### src/rtl/piece_shift_engine_if.sv
// Handshake and data bundle between the game FSM (master) and the piece shift engine (slave).
interface piece_shift_engine_if #(
  parameter int BOARD_W = 10,
  parameter int BOARD_H = 20,
  parameter int COL_W   = 6,
  parameter int ROW_W   = 6
);
  logic                         move_left;
  logic                         move_right;
  logic                         tick;
  logic                         start;
  logic [15:0]                  piece_mask;
  logic [ROW_W-1:0]             anchor_row;
  logic signed [COL_W-1:0]      anchor_col;
  logic [BOARD_W*BOARD_H-1:0]   blocks_exist;
  logic                         busy;
  logic                         done;
  logic                         moved;
  logic                         blocked;
  logic signed [COL_W-1:0]      loc_col_out;

  modport master (
    output move_left, move_right, tick, start, piece_mask, anchor_row, anchor_col, blocks_exist,
    input  busy, done, moved, blocked, loc_col_out
  );

  modport slave (
    input  move_left, move_right, tick, start, piece_mask, anchor_row, anchor_col, blocks_exist,
    output busy, done, moved, blocked, loc_col_out
  );
endinterface

### src/rtl/piece_shift_engine.sv
// Horizontal move engine: latches left/right requests, checks the shifted 4x4 mask row by row.
// Optional auto-repeat on held buttons is enabled by defining PIECE_SHIFT_AUTOREPEAT_EN.
module piece_shift_engine #(
  parameter int BOARD_W      = 10,
  parameter int BOARD_H      = 20,
  parameter int COL_W        = 6,
  parameter int ROW_W        = 6,
  parameter int SPAWN_COL    = 3,
  parameter int REPEAT_DELAY = 16,
  parameter int REPEAT_RATE  = 4
) (
  input logic                clk,
  input logic                rst_n,
  piece_shift_engine_if.slave io_bus
);

  localparam int CellN = BOARD_W * BOARD_H;
  localparam int IdxW  = $clog2(CellN);

  typedef enum logic [1:0] {StIdle, StCheck, StCommit} state_e;

  state_e                  r_state, w_state_next;
  logic [1:0]              r_row;
  logic                    r_fail;
  logic                    r_dir_left;
  logic [15:0]             r_mask;
  logic [ROW_W-1:0]        r_anchor_row;
  logic signed [COL_W-1:0] r_anchor_col;
  logic                    r_req_l, r_req_r;
  logic                    r_busy, r_done, r_moved, r_blocked;
  logic signed [COL_W-1:0] r_loc_col;

  logic                    w_busy_d, w_done_d, w_moved_d, w_blocked_d;
  logic signed [COL_W-1:0] w_loc_d;
  logic                    w_req_l_d, w_req_r_d;
  logic                    w_start_ok, w_one_req, w_last_row, w_row_fail;
  logic [3:0]              w_row_bits;
  logic [1:0]              w_rep;
  int                      w_tr, w_tc;

  assign w_start_ok = (r_state == StIdle) && io_bus.start;
  assign w_one_req  = r_req_l ^ r_req_r;
  assign w_last_row = (r_row == 2'd3);

`ifdef PIECE_SHIFT_AUTOREPEAT_EN
  localparam int CntW = $clog2(REPEAT_DELAY + 1);

  logic [1:0]      w_hold;
  logic [CntW-1:0] r_cnt [2];

  assign w_hold[0] = io_bus.move_left & ~io_bus.move_right;
  assign w_hold[1] = io_bus.move_right & ~io_bus.move_left;

  always_comb begin
    for (int d = 0; d < 2; d++) begin
      w_rep[d] = w_hold[d] & io_bus.tick & (r_cnt[d] == CntW'(REPEAT_DELAY - 1));
    end
  end

  // After the first repeat the counter restarts REPEAT_RATE ticks short of the threshold.
  always_ff @(posedge clk or negedge rst_n) begin
    if (!rst_n) begin
      r_cnt[0] <= '0;
      r_cnt[1] <= '0;
    end else begin
      for (int d = 0; d < 2; d++) begin
        if (!w_hold[d]) begin
          r_cnt[d] <= '0;
        end else if (io_bus.tick) begin
          r_cnt[d] <= w_rep[d] ? CntW'(REPEAT_DELAY - REPEAT_RATE) : r_cnt[d] + CntW'(1);
        end
      end
    end
  end
`else
  localparam int unused_repeat = REPEAT_DELAY + REPEAT_RATE;
  logic w_unused_tick;
  assign w_unused_tick = io_bus.tick;
  assign w_rep = 2'b00;
`endif

  // Latches are consumed by an accepted start; presses arriving in that cycle survive.
  assign w_req_l_d = (w_start_ok ? 1'b0 : r_req_l) | io_bus.move_left | w_rep[0];
  assign w_req_r_d = (w_start_ok ? 1'b0 : r_req_r) | io_bus.move_right | w_rep[1];

  always_comb begin
    w_row_fail = 1'b0;
    w_tc       = 0;
    w_row_bits = r_mask[{r_row, 2'b00} +: 4];
    w_tr       = int'(r_anchor_row) - int'(r_row);
    for (int c = 0; c < 4; c++) begin
      w_tc = int'(r_anchor_col) + c + (r_dir_left ? -1 : 1);
      if (w_row_bits[c]) begin
        if (w_tc < 0 || w_tc >= BOARD_W || w_tr < 0) begin
          w_row_fail = 1'b1;
        end else if (w_tr < BOARD_H && io_bus.blocks_exist[IdxW'(w_tr * BOARD_W + w_tc)]) begin
          w_row_fail = 1'b1;
        end
      end
    end
  end

  always_ff @(posedge clk or negedge rst_n) begin
    if (!rst_n) r_state <= StIdle;
    else        r_state <= w_state_next;
  end

  always_comb begin
    w_state_next = r_state;
    unique case (r_state)
      StIdle:   if (io_bus.start && w_one_req) w_state_next = StCheck;
      StCheck:  if (w_last_row) w_state_next = StCommit;
      StCommit: w_state_next = StIdle;
      default:  w_state_next = StIdle;
    endcase
  end

  always_comb begin
    w_busy_d    = (w_state_next == StCheck);
    w_done_d    = 1'b0;
    w_moved_d   = r_moved;
    w_blocked_d = r_blocked;
    w_loc_d     = r_loc_col;
    unique case (r_state)
      StIdle: begin
        // No request or both directions: answer immediately with the current column.
        if (io_bus.start && !w_one_req) begin
          w_done_d    = 1'b1;
          w_moved_d   = 1'b0;
          w_blocked_d = 1'b0;
          w_loc_d     = io_bus.anchor_col;
        end
      end
      StCheck: begin
        if (w_last_row) begin
          w_done_d = 1'b1;
          if (r_fail || w_row_fail) begin
            w_moved_d   = 1'b0;
            w_blocked_d = 1'b1;
            w_loc_d     = r_anchor_col;
          end else begin
            w_moved_d   = 1'b1;
            w_blocked_d = 1'b0;
            w_loc_d     = r_dir_left ? r_anchor_col - COL_W'(1) : r_anchor_col + COL_W'(1);
          end
        end
      end
      default: ;
    endcase
  end

  always_ff @(posedge clk or negedge rst_n) begin
    if (!rst_n) begin
      r_busy    <= 1'b0;
      r_done    <= 1'b0;
      r_moved   <= 1'b0;
      r_blocked <= 1'b0;
      r_loc_col <= COL_W'(SPAWN_COL);
      r_req_l   <= 1'b0;
      r_req_r   <= 1'b0;
    end else begin
      r_busy    <= w_busy_d;
      r_done    <= w_done_d;
      r_moved   <= w_moved_d;
      r_blocked <= w_blocked_d;
      r_loc_col <= w_loc_d;
      r_req_l   <= w_req_l_d;
      r_req_r   <= w_req_r_d;
    end
  end

  always_ff @(posedge clk or negedge rst_n) begin
    if (!rst_n) begin
      r_row        <= 2'd0;
      r_fail       <= 1'b0;
      r_dir_left   <= 1'b0;
      r_mask       <= '0;
      r_anchor_row <= '0;
      r_anchor_col <= '0;
    end else if (w_start_ok && w_one_req) begin
      r_row        <= 2'd0;
      r_fail       <= 1'b0;
      r_dir_left   <= r_req_l;
      r_mask       <= io_bus.piece_mask;
      r_anchor_row <= io_bus.anchor_row;
      r_anchor_col <= io_bus.anchor_col;
    end else if (r_state == StCheck) begin
      r_row  <= r_row + 2'd1;
      r_fail <= r_fail | w_row_fail;
    end
  end

  assign io_bus.busy        = r_busy;
  assign io_bus.done        = r_done;
  assign io_bus.moved       = r_moved;
  assign io_bus.blocked     = r_blocked;
  assign io_bus.loc_col_out = r_loc_col;

endmodule

### src/flat_wrapper.sv
// flat-port wrapper written by rule: the top's interface ports become plain ports
module piece_shift_engine_flat 
#(
  parameter int BOARD_W      = 10,
  parameter int BOARD_H      = 20,
  parameter int COL_W        = 6,
  parameter int ROW_W        = 6,
  parameter int SPAWN_COL    = 3,
  parameter int REPEAT_DELAY = 16,
  parameter int REPEAT_RATE  = 4
)
  (clk, rst_n, io_bus_move_left, io_bus_move_right, io_bus_tick, io_bus_start, io_bus_piece_mask, io_bus_anchor_row, io_bus_anchor_col, io_bus_blocks_exist, io_bus_busy, io_bus_done, io_bus_moved, io_bus_blocked, io_bus_loc_col_out);
  piece_shift_engine_if #(.BOARD_W(BOARD_W), .BOARD_H(BOARD_H), .COL_W(COL_W), .ROW_W(ROW_W)) io_bus_i ();
  input logic clk;
  input logic rst_n;
  input wire logic [$bits(io_bus_i.move_left)-1:0] io_bus_move_left;
  input wire logic [$bits(io_bus_i.move_right)-1:0] io_bus_move_right;
  input wire logic [$bits(io_bus_i.tick)-1:0] io_bus_tick;
  input wire logic [$bits(io_bus_i.start)-1:0] io_bus_start;
  input wire logic [$bits(io_bus_i.piece_mask)-1:0] io_bus_piece_mask;
  input wire logic [$bits(io_bus_i.anchor_row)-1:0] io_bus_anchor_row;
  input wire logic [$bits(io_bus_i.anchor_col)-1:0] io_bus_anchor_col;
  input wire logic [$bits(io_bus_i.blocks_exist)-1:0] io_bus_blocks_exist;
  output wire logic [$bits(io_bus_i.busy)-1:0] io_bus_busy;
  output wire logic [$bits(io_bus_i.done)-1:0] io_bus_done;
  output wire logic [$bits(io_bus_i.moved)-1:0] io_bus_moved;
  output wire logic [$bits(io_bus_i.blocked)-1:0] io_bus_blocked;
  output wire logic [$bits(io_bus_i.loc_col_out)-1:0] io_bus_loc_col_out;
  assign io_bus_i.move_left = io_bus_move_left;
  assign io_bus_i.move_right = io_bus_move_right;
  assign io_bus_i.tick = io_bus_tick;
  assign io_bus_i.start = io_bus_start;
  assign io_bus_i.piece_mask = io_bus_piece_mask;
  assign io_bus_i.anchor_row = io_bus_anchor_row;
  assign io_bus_i.anchor_col = io_bus_anchor_col;
  assign io_bus_i.blocks_exist = io_bus_blocks_exist;
  assign io_bus_busy = io_bus_i.busy;
  assign io_bus_done = io_bus_i.done;
  assign io_bus_moved = io_bus_i.moved;
  assign io_bus_blocked = io_bus_i.blocked;
  assign io_bus_loc_col_out = io_bus_i.loc_col_out;
  piece_shift_engine #(.BOARD_W(BOARD_W), .BOARD_H(BOARD_H), .COL_W(COL_W), .ROW_W(ROW_W), .SPAWN_COL(SPAWN_COL), .REPEAT_DELAY(REPEAT_DELAY), .REPEAT_RATE(REPEAT_RATE)) u_core (.clk(clk), .rst_n(rst_n), .io_bus(io_bus_i));
endmodule
### config.mk
export PLATFORM = sky130hd
export DESIGN_NAME = piece_shift_engine_flat
export DESIGN_NICKNAME = d
export VERILOG_FILES = /design/src/rtl/piece_shift_engine_if.sv /design/src/rtl/piece_shift_engine.sv /design/src/flat_wrapper.sv
export SDC_FILE = /design/constraint.sdc
export NUM_CORES = 1
export LEC_CHECK = 0
export CAP_MARGIN = 40
export CORE_MARGIN = 5
export CORE_UTILIZATION = 39
export DETAILED_ROUTE_END_ITERATION = 10
export SLEW_MARGIN = 5
export SYNTH_ARGS = -nofsm -noshare
export SYNTH_HDL_FRONTEND = slang
export SYNTH_SLANG_ARGS = --single-unit
### constraint.sdc
create_clock -name clk -period 7.7 [get_ports clk]
set_clock_uncertainty 0.05 [all_clocks]
set_input_delay 1.54 -clock clk [delete_from_list [all_inputs] [get_ports clk]]
set_output_delay 1.54 -clock clk [all_outputs]
set_load 0.02 [all_outputs]
# Yosys cells after proc, flatten, opt, wreduce, memory -nomap -nowiden
# Cells that the tools add are included.
# word_totals
output_inout_bits	10
inputBits	234
wordCells	125
register_bits	46
# classes
add_sub_neg	15
magnitude_cmp	14
n_mux	49
n_mul	1
n_reduce_logical	22
eq_ne	5
bitwise	4
shifts	1
# ops
op	count
$lt A32 B1 Y1 const B	5
$ge A32 B5 Y1 const B	4
$add A7 B32 Y32	3
$lt A8 B10 Y1 const B	4
$add A6 B32 Y32	1
$add A8 B8 Y8	4
$bmux W1 S8	4
$lt A32 B6 Y1 const B	1
$mul A32 B4 Y7 const B	1
$mux W32	1
$mux W1	31
$mux W6	4
$shiftx A16 B5 Y4	1
$add A6 B3 Y7 const B	2
$pmux W6 S2	1
$logic_or A1 B1 Y1	9
$logic_and A1 B1 Y1	8
$mux W2	4
$add A6 B2 Y7 const B	1
$sub A6 B2 Y7	1
$add A6 B2 Y6 const B	1
$pmux W1 S2	3
$sub A6 B2 Y6 const B	1
$eq A2 B1 Y1 const B	2
other kinds (11)	14

# Longest topological paths before layout
# Gate-level depths: netlist of the first run.
# depth
ltp_word	23
ltp_mapped	22
depth_no_buf	22

# Worst setup path after synthesis of the first run
# No wires, ideal clock.
# synth_path
kind	reg2reg
start	register u_core.r_dir_left
end	register u_core.r_loc_col[1], in the netlist u_core.io_bus.loc_col_out[1]
stages_incl_launch_ff	19
setup_time_ns	0.075
path_buffers	1
arrival_ns	6.062
period_less_slack_ns	6.187
t_required_ns	7.575
slack_ns	1.513
path_cell_list	dfrtp_1 -> inv_1 -> ha_1 -> clkbuf_1 -> clkinv_1 -> a21oi_1 -> o21ai_0 -> a21o_1 -> ha_1 -> or4_1 -> nor4_1 -> nand4_1 -> a2111o_1 -> o21ai_0 -> nand3_1 -> or3_4 -> or3b_4 -> nor2_2 -> mux2i_1
# synth_via
elab_chain_len	23
elab_cells_between_ends	58
cone_classes	add/sub: 8; order compare: 8; mux: 29; reduce/logical: 13
# synth_lines
element	line	source
start, declared	piece_shift_engine.sv:25	logic r_dir_left;
start signal, assigned	piece_shift_engine.sv:183	r_dir_left <= r_req_l;
$mux W32	piece_shift_engine.sv:92	w_tc = int'(r_anchor_col) + c + (r_dir_left ? -1 : 1);
$add A6 B32 Y32	piece_shift_engine.sv:92	
$add A8 B8 Y8	piece_shift_engine.sv:96	end else if (w_tr < BOARD_H && io_bus.blocks_exist[IdxW'(w_tr * BOARD_W + w_tc)]) begin
$bmux W1 S8	piece_shift_engine.sv:96	
$mux W1 (not written as such) (2 in a row)	piece_shift_engine.sv:96	
$logic_and A1 B1 Y1	piece_shift_engine.sv:96	
$mux W1	piece_shift_engine.sv:96	
$mux W1	piece_shift_engine.sv:94	if (w_tc < 0 || w_tc >= BOARD_W || w_tr < 0) begin
[6 not listed]	n/a	
$mux W1	piece_shift_engine.sv:93	if (w_row_bits[c]) begin
$mux W1	piece_shift_engine.sv:96	
$mux W1	piece_shift_engine.sv:94	
$mux W1	piece_shift_engine.sv:93	
$logic_or A1 B1 Y1	piece_shift_engine.sv:137	if (r_fail || w_row_fail) begin
$mux W6 (*)	piece_shift_engine.sv:137	
$mux W6 (*)	piece_shift_engine.sv:135	if (w_last_row) begin
$pmux W6 S2 (*)	piece_shift_engine.sv:124	unique case (r_state)
end signal, assigned	piece_shift_engine.sv:158	r_loc_col <= COL_W'(SPAWN_COL);
end signal, assigned	piece_shift_engine.sv:166	r_loc_col <= w_loc_d;
end, declared	piece_shift_engine.sv:31	logic signed [COL_W-1:0] r_loc_col;
# Every way passes the cells marked *; elsewhere a longest branch is shown, timed or not. The select of a mux whose other input is x is not followed.
# A chain may end at the register's enable or synchronous reset.

# Worst setup path after layout of the first run
# layout_path
start	register u_core.r_row[0]
end	register u_core.r_loc_col[1], in the netlist u_core.io_bus.loc_col_out[1]
# layout_via
elab_chain_len	23
elab_cells_between_ends	48
cone_classes	add/sub: 5; mul: 1; order compare: 2; eq/ne: 2; shift: 1; mux: 27; reduce/logical: 10
# layout_lines
element	line	source
start, declared	piece_shift_engine.sv:23	logic [1:0] r_row;
start signal, assigned	piece_shift_engine.sv:188	r_row <= r_row + 2'd1;
$sub A6 B2 Y7	piece_shift_engine.sv:90	w_tr = int'(r_anchor_row) - int'(r_row);
$mul A32 B4 Y7	piece_shift_engine.sv:96	
$add A8 B8 Y8	piece_shift_engine.sv:96	
$bmux W1 S8	piece_shift_engine.sv:96	
$mux W1 (not written as such) (2 in a row)	piece_shift_engine.sv:96	
$logic_and A1 B1 Y1	piece_shift_engine.sv:96	
$mux W1	piece_shift_engine.sv:96	
$mux W1	piece_shift_engine.sv:94	
[6 not listed]	n/a	
$mux W1	piece_shift_engine.sv:93	
$mux W1	piece_shift_engine.sv:96	
$mux W1	piece_shift_engine.sv:94	
$mux W1	piece_shift_engine.sv:93	
$logic_or A1 B1 Y1	piece_shift_engine.sv:137	
$mux W6	piece_shift_engine.sv:137	
$mux W6	piece_shift_engine.sv:135	
$pmux W6 S2	piece_shift_engine.sv:124	
# Parallel ways exist; a longest one is shown, timed or not. The select of a mux whose other input is x is not followed.

==> flow_summary.toml, run 1 <==
[outcome]
outcome = "finished clean"

[floorplan]
start_util_pct = 39.4
fp.dieArea_sq_um = 34500
core_sq_um = 30500
die_h_microns = 186
io_pins = 244
chipWidth_microns = 186
rows = 64

[sta]
min_period_ns = 6.50
hold_ws_ns = 0.435
fmax_mhz = 154
finalCritPeriodShare_pct = 84.4
tightest_slew_ns = 0.918
setup_viol = 0
hold_viol_final = 0
maxSlewHeadroom_pct = 38.8
rsz0062_at_grt = "no"
setup_tns_ns = 0
final-max-slew-violation-count = 0

[finish]
fin_nets = 1584
area_delta_synth_final_pct = 26.5
drive_above_1_share_pct = 27.0
stdcell_area_sq_um = 15200

[global_routing]
antenna_found_initial = 5
first_global_vias = 10600
track_usage_pct = 23.3
busiest_layer = "met2"
met1_usage_pct = 32.5
met3_usage_pct = 3.89
grt_max_degree = 57
grt.met2_usage_pct = 38.1
overflow = 0
grt_pass1_wl_microns = 62300

[cts]
postCtsSetupBuffers = 0
hold_buffers = 0
cts-htree-levels = 2
cts.sink_count = 46
clk_latency_ns = 0.28
root_buffer = "clkbuf_16"
clock_path_buffers = 2
clkSlewWorstSetupHoldPaths_ns = 0.06
tritoncts = "yes"
post_cts_resized = 0
cts_buffers = 5

[worst_setup_path]
cp-start-kind = "flop"
cp_data_required_time_ns = 7.86
critPathMostFrequentCell = "ha_1"
critPathArrivalTime_ns = 6.66
path_cells = "ha_1 -> inv_1 -> fa_1 -> ha_1 -> ha_1 -> fa_1 -> xor2_1 -> ha_1 -> nand2b_1 -> o21ai_0 -> nor3b_1 -> nand2_1 -> a211oi_1 -> nor4_1 -> or3_4 -> or3b_4 -> nor2_2 -> mux2i_1"
criticalPathCategory = "flop to flop"
cp-end-kind = "flop"
slowest_delay_ns = 0.88
path_max_fanout = 9
cp_top_family = "adder cells"
critical_path.slowest_cell = "fa_1"
cp.buffers_inverters = 1

[synth]
ys.flop_type = "dfrtp_1"
synth-async-reset-ratio_pct = 100
ys_ff_latch = 46
yosys-top-cells-area = "mux4_2, dfrtp_1, ha_1"
syn_inst = 1030
ys_seq_area_share_pct = 9.59
syn_avg_cell_area_sq_um = 11.7
synth.cell_area_sq_um = 12000
synth_edf_count = 0
yosysTopAreaCell = "mux4_2"
synth_cell_types = 82
synth_top_cell_area_share_pct = 41.4
yosysWarnings = 0
synth_fp_nets = 1369

[hold_path]
hold_class = "flop to flop"

[drt]
routed_wl_microns = 41000
drtIter0Drc = 864
dr.pass1.iters = 6
via_per_inst = 6.43
wire_per_inst_microns = 24.9
antenna_left = 0
drc_errors = 0
vias = 10600

[place]
placed_area_sq_um = 15000
io_buffers = 242
hpwlAfterDp_microns = 33400
routabilityCongestion = 0.863

[run]
cap_violations = 0
==> per-layer routing <==
metal	vias to the layer above	share of wire (%)
li1	4690	-
met1	5332	41
met2	509	49
met3	56	7.7
met4	0	2.6
met5	-	0
==> sequential cells by signal (all words and copies together) (netlist names) <==
register / flops
u_core.r_anchor_row: 6
u_core.io_bus.blocked: 1
u_core.io_bus.loc_col_out: 6
u_core.r_req_r: 1
u_core.r_dir_left: 1
u_core.r_req_l: 1
u_core.r_anchor_col: 6
u_core.r_fail: 1
u_core.io_bus.done: 1
u_core.r_row: 2
u_core.r_state: 2
u_core.r_mask: 16
u_core.io_bus.busy: 1
u_core.io_bus.moved: 1
==> path summary, 6_finish.rpt <==
| path | depth (start not counted) | slack [ns] | from | to |
|---|---|---|---|---|
| worst max-delay path | 18 | 1.20 | u_core.r_row[0] | u_core.io_bus.loc_col_out[1] |
| worst min-delay path | 1 | 0.43 | u_core.io_bus.moved | u_core.io_bus.moved |
| worst max register to register | 18 | 1.20 | u_core.r_row[0] | u_core.io_bus.loc_col_out[1] |
| worst min register to register | 1 | 0.43 | u_core.io_bus.moved | u_core.io_bus.moved |
| max in group asynchronous | 2 | 5.85 | rst_n | u_core.r_anchor_col[0] |
| min in group asynchronous | 2 | 1.29 | rst_n | u_core.r_anchor_row[4] |
==> cells by family (layout without fill, tap and decap cells) <==
kind of cell | count (synthesis) | in the layout | share of synthesized area, %
buffers and inverters | 115 | 331 | 4.64
muxes | 308 | 308 | 49.3
DFF | 46 | 46 | 9.59
other | 0 | 5 | 0
AOI/OAI and AO/OA | 197 | 197 | 10.9
and+or+nand+nor | 217 | 217 | 9.80
xor gates and xnor gates | 42 | 42 | 3.17
adders and majority gates | 105 | 105 | 12.5
==> stage by stage <==
stage	instances	worst slack [ns]	utilization, %
floorplan	1030	1.51	-
global placement	1627	1.33	48.7
detailed placement	1634	1.30	49.2
CTS	1642	1.26	49.9
global route	1647	0.875	49.9
finish	1647	1.20	49.9
==> synthesized netlist by cell type (26+ instances only) <==
library cell and number:
mux4_2 221, ha_1 79, nand2_1 56, mux2i_1 52, o21ai_0 51, dfrtp_1 44
inv_1 38, a21oi_1 36, mux2_2 32, clkbuf_1 29, fa_1 26, nand3_1 26
==> cells in the final DEF (no fill, tap or decap), drive strengths merged, types with 15 or more instances in the layout <==
cell type,count
clkdlybuf4s50,241
mux4,224
ha,79
nand2,56
o21ai,56
mux2i,52
dfrtp,44
buf,41
inv,40
a21oi,37
mux2,32
nand3,26
fa,26
nor2,25
xnor2,21
xor2,20
nand2b,16
nor4,15
==> cell type report <==
type                       count  area, sq um
clock buffer                   6          139
fill                        2722        15300
timing repair buffer         282         2840
clock inverter                 2         60.1
sequential                    46         1160
tap                          396          495
inverter                      41          154
multi-input combinational    869        10400
antenna                        5         12.5
Power of run 1 is not shown: default switching activity piles up to over one toggle a cycle in this logic, so the estimate is an artifact.
==> run 2, diff against run 1 <==
- PLACE_DENSITY: not set -> 0.66
- clock period: 7.7 -> 5.9 ns (I/O delays scaled with it)
==> run 2 against run 1 <==
  * Utilization is 0.63 points higher
  * Die area stayed put
  * Critical path depth is 2 higher
  * Worst hold slack better by 0.019 ns
  * Sequential share of layout area is 0.087 points lower
  * First-iteration DRC count is 32% higher
==> flow_summary.toml, run 2 (same netlist as run 1, synthesis figures left out) <==
[floorplan]
die_h_microns = 186
fp.dieArea_sq_um = 34500
chipWidth_microns = 186
start_util_pct = 39.4
rows = 64
core_sq_um = 30500
io_pins = 244

[hold_path]
min-delay-start = "u_core.io_bus.blocked"
hold_path_depth = 1
hold_class = "flop to flop"
min_to = "u_core.io_bus.blocked"

[cts]
cts_buffers = 5
root_buffer = "clkbuf_16"
cts.sink_count = 46
clk_latency_ns = 0.29
postCtsSetupBuffers = 0
tritoncts = "yes"
post_cts_resized = 0
clock_path_buffers = 2
hold_buffers = 0
cts-htree-levels = 2
clkSlewWorstSetupHoldPaths_ns = 0.06

[run]
cap_violations = 0

[finish]
largest_reg_flops = 16
final_cell_mix = "clkdlybuf4s50_1, mux4_2, ha_1, nand2_1, buf_4"
regMostFlops = "u_core.r_mask"
drive_above_1_share_pct = 28.8
fin_nets = 1609
multi_input_area_sq_um = 10400
seq_area_sq_um = 1160
area_delta_synth_final_pct = 28.1
final_common_cell = "clkdlybuf4s50_1"
fillers = 2639

[global_routing]
antenna_found_initial = 5
grt_pass1_wl_microns = 63700
overflow = 0
track_usage_pct = 23.6
first_global_vias = 11300
grt_max_degree = 136

[place]
io_buffers = 242
routabilityCongestion = 0.910
hpwlAfterDp_microns = 33300

[worst_setup_path]
critPathArrivalTime_ns = 5.76
cp-end-kind = "flop"
path_cells = "inv_1 -> ha_1 -> ha_1 -> fa_1 -> a21oi_2 -> o21bai_1 -> or2_2 -> ha_1 -> nand2b_1 -> ha_1 -> or4_1 -> nor4_2 -> nand4_1 -> a2111o_1 -> o21ai_0 -> nand3_1 -> or3_4 -> or3b_4 -> nor2_4 -> mux2i_1"
worstRegToRegCells = 20
cp-start-kind = "flop"
r2r-end = "u_core.io_bus.loc_col_out[5]"
criticalPathCategory = "flop to flop"
cp_data_required_time_ns = 6.05
critical_path.slowest_cell = "or4_1"
slowest_delay_ns = 0.48
r2r_start = "u_core.r_anchor_col[2]"
critPathMostFrequentCell = "ha_1"
cp_top_family = "simple AND/OR/NAND/NOR gates"
ff2ff_setup_slack_ns = 0.29
cp.buffers_inverters = 1
path_max_fanout = 5

[sta]
setup_viol = 0
rsz0062_at_grt = "no"
fmax_mhz = 178
hold_viol_final = 0
min_period_ns = 5.61
maxSlewHeadroom_pct = 37.2
final-max-slew-violation-count = 0
setup_tns_ns = 0
tightest_slew_ns = 0.942
finalCritPeriodShare_pct = 95.0

[drt]
routed_wl_microns = 40900
drtIter0Drc = 1142
dr.pass1.iters = 5
wire_per_inst_microns = 24.5
drc_errors = 0
via_per_inst = 6.51
vias = 10900
antenna_left = 0

[outcome]
outcome = "finished clean"
-- run 2: cell type report --
type / count / share of cell area, %
antenna: 5 / 0.0811
clock buffer: 5 / 0.811
clock inverter: 3 / 0.284
inverter: 41 / 1.01
multi-input combinational: 869 / 67.4
sequential: 46 / 7.51
tap: 396 / 3.21
timing repair buffer: 307 / 19.7
-- run 2: layer usage --
metal | wire length [microns] | share of wire [%] | track usage [%] | up-vias
met3 | 3620 | 8.8 | 4.08 | 109
met5 | 0 | 0 | 0 | -
li1 | - | - | - | 4747
met2 | 19600 | 48 | 38.5 | 614
met4 | 1850 | 4.5 | 9.09 | 0
met1 | 15900 | 39 | 31.5 | 5418
-- run 2: how the worst max path moves through the flow --
stage,start,endpoint,cells past startpoint
after floorplan,u_core.r_dir_left,u_core.io_bus.loc_col_out[1],20
after global placement,u_core.r_anchor_col[2],u_core.io_bus.loc_col_out[1],20
after detailed placement,u_core.r_anchor_col[2],u_core.io_bus.loc_col_out[5],20
after CTS,u_core.r_anchor_col[2],u_core.io_bus.loc_col_out[5],20
after global routing,u_core.r_anchor_col[2],u_core.io_bus.loc_col_out[5],20
final,u_core.r_anchor_col[2],u_core.io_bus.loc_col_out[5],20
-- run 2: worst register-to-register path, stage by stage, from the launching register on --
cell and delay [ns]:
dfrtp_1 0.41, inv_1 0.11, ha_1 0.36, ha_1 0.26, fa_1 0.41, a21oi_2 0.17, o21bai_1 0.10, or2_2 0.31
ha_1 0.17, nand2b_1 0.14, ha_1 0.29, or4_1 0.48, nor4_2 0.17, nand4_1 0.12, a2111o_1 0.40, o21ai_0 0.16
nand3_1 0.12, or3_4 0.44, or3b_4 0.46, nor2_4 0.21, mux2i_1 0.21
-- run 2: through the flow --
step           instances  hold WS, ns  utilization [%]  setup slack [ns]  area (sq um)
2_1_floorplan       1030        0.424                -            0.0991         12000
3_3_place_gp        1655        0.433             49.7             0.255         15200
3_5_place_dp        1659        0.433             49.9             0.127         15200
4_1_cts             1667        0.451             50.4            0.0875         15400
5_1_grt             1672        0.460             50.5            0.0204         15400
6_report            1672        0.454             50.5             0.294         15400
Power of run 2 is left out for the same reason.
==> run 3, diff against run 2 <==
- CELL_PAD_IN_SITES_DETAIL_PLACEMENT: not set -> 0
- CELL_PAD_IN_SITES_GLOBAL_PLACEMENT: not set -> 1
- PLACE_DENSITY: 0.66 -> not set
- PLACE_DENSITY_LB_ADDON: not set -> 0.1
- SLEW_MARGIN: 5 -> not set
==> run 3 against run 2 <==
  * Design area rose by 0.11%
  * Global-route usage rose by 0.96 points
  * Worst setup slack improved by 0.038 ns
  * Highest routed layer is now met5
  * Critical path depth fell by 2
==> flow_summary.toml, run 3 (same netlist as run 1, synthesis figures left out) <==
[drt]
antenna_left = 0
dr.pass1.iters = 5
drc_errors = 0
vias = 10800
wire_per_inst_microns = 25.4
via_per_inst = 6.42
routed_wl_microns = 42700
drtIter0Drc = 1006

[worst_setup_path]
cp_top_family = "adder cells"
cp-start-kind = "flop"
critical_path.slowest_cell = "xor2_4"
path_cells = "inv_1 -> ha_1 -> inv_1 -> fa_1 -> xnor2_1 -> ha_1 -> ha_1 -> xor2_4 -> buf_4 -> mux2i_1 -> nand2_1 -> a31oi_1 -> and3_1 -> nor4_1 -> or3_4 -> or3b_4 -> nor2_4 -> mux2i_1"
critPathMostFrequentCell = "ha_1"
cp.buffers_inverters = 3
criticalPathCategory = "flop to flop"
cp-end-kind = "flop"
startpoint = "u_core.r_anchor_row[0]"
r2r_start = "u_core.r_anchor_row[0]"
cp_data_required_time_ns = 6.06
path_max_fanout = 16
critPathArrivalTime_ns = 5.73
slowest_delay_ns = 0.59

[sta]
maxSlewHeadroom_pct = 18.6
final-max-slew-violation-count = 0
tightest_slew_ns = 1.22
fmax_mhz = 180
setup_tns_ns = 0
setup_viol = 0
finalCritPeriodShare_pct = 94.4
min_period_ns = 5.57
rsz0062_at_grt = "no"
hold_viol_final = 0

[finish]
regMostFlops = "u_core.r_mask"
largest_reg_flops = 16
final_cell_mix = "clkdlybuf4s50_1, mux4_2, ha_1, buf_4, nand2_1"
area_delta_synth_final_pct = 28.3
fin_nets = 1615
final_common_cell = "clkdlybuf4s50_1"
drive_above_1_share_pct = 29.1

[floorplan]
core_sq_um = 30500
die_h_microns = 186
rows = 64
io_pins = 244
chipWidth_microns = 186
fp.dieArea_sq_um = 34500
start_util_pct = 39.4

[outcome]
outcome = "finished clean"

[global_routing]
track_usage_pct = 24.5
grt_max_degree = 168
antenna_found_initial = 9
first_global_vias = 11100
overflow = 0
grt_pass1_wl_microns = 65200

[cts]
clock_path_buffers = 2
cts_buffers = 5
cts.sink_count = 46
clk_latency_ns = 0.28
tritoncts = "yes"
cts-htree-levels = 2
clkSlewWorstSetupHoldPaths_ns = 0.06
root_buffer = "clkbuf_16"
hold_buffers = 0

[run]
cap_violations = 0

[place]
io_buffers = 242
hpwlAfterDp_microns = 34000
routabilityCongestion = 0.899

[hold_path]
min-delay-start = "u_core.io_bus.moved"
hold_class = "flop to flop"
==> run 3: cell count changes in the layout (fill, tap and decap cells not counted), sizes merged <==
cell and delta:
inv -1, clkinv -1, clkdlybuf4s18 -1, clkinvlp +1, diode +1, clkbuf +1, buf +7
==> run 3: what timing repair did <==
| action | CTS | global route |
|---|---|---|
| resized for setup | 0 | 5 |
| setup buffers | 0 | 1 |
| setup endpoints to repair | 0 | 6 |
==> run 3: metal layers <==
| layer | wire (microns) | part of all wire (%) | track usage, % | vias to the layer above |
|---|---|---|---|---|
| met1 | 17600 | 41 | 33.5 | 5443 |
| met5 | 39 | 0.091 | 0 | - |
| met2 | 20100 | 47 | 39.8 | 486 |
| li1 | - | - | - | 4767 |
| met4 | 1110 | 2.6 | 6.38 | 6 |
| met3 | 3830 | 9.0 | 5.69 | 72 |
==> run 3: cell type report <==
class	count	area, sq um
sequential	46	1160
tap	396	495
clock buffer	6	129
fill	2755	15100
multi-input combinational	869	10400
antenna	6	15.0
timing repair buffer	313	3050
inverter	41	155
clock inverter	2	37.5
==> run 3: metrics by stage <==
stage	util [%]	hold slack [ns]	instances	setup WS, ns	instance area, sq um
finish	50.6	0.447	1679	0.332	15400
global route	50.6	0.459	1679	0.0407	15400
CTS	50.5	0.450	1672	0.196	15400
detailed placement	49.9	0.422	1664	0.227	15200
global placement	49.8	0.422	1663	0.218	15200
floorplan	-	0.424	1030	0.0991	12000
==> run 3: final timing paths <==
path                                                end  cells after the start  slack [ns]
max                        u_core.io_bus.loc_col_out[5]                     18        0.33
min                                 u_core.io_bus.moved                      1        0.45
max reg2reg                u_core.io_bus.loc_col_out[5]                     18        0.33
min reg2reg                         u_core.io_bus.moved                      1        0.45
max in group asynchronous        u_core.r_anchor_col[0]                      2        4.42
min in group asynchronous        u_core.r_anchor_row[0]                      2        0.92
==> run 3: worst reg2reg max path: cells and delay by family (launching register included) <==
kind / cells / cell delay, ns
adders and majority gates: 4 / 1.49
buffers and inverters: 3 / 0.49
DFF: 1 / 0.38
AOI/OAI and AO/OA: 1 / 0.28
xor gates and xnor gates: 2 / 0.85
muxes: 2 / 0.54
and+or+nand+nor: 6 / 1.42
Power of run 3 is left out for the same reason.
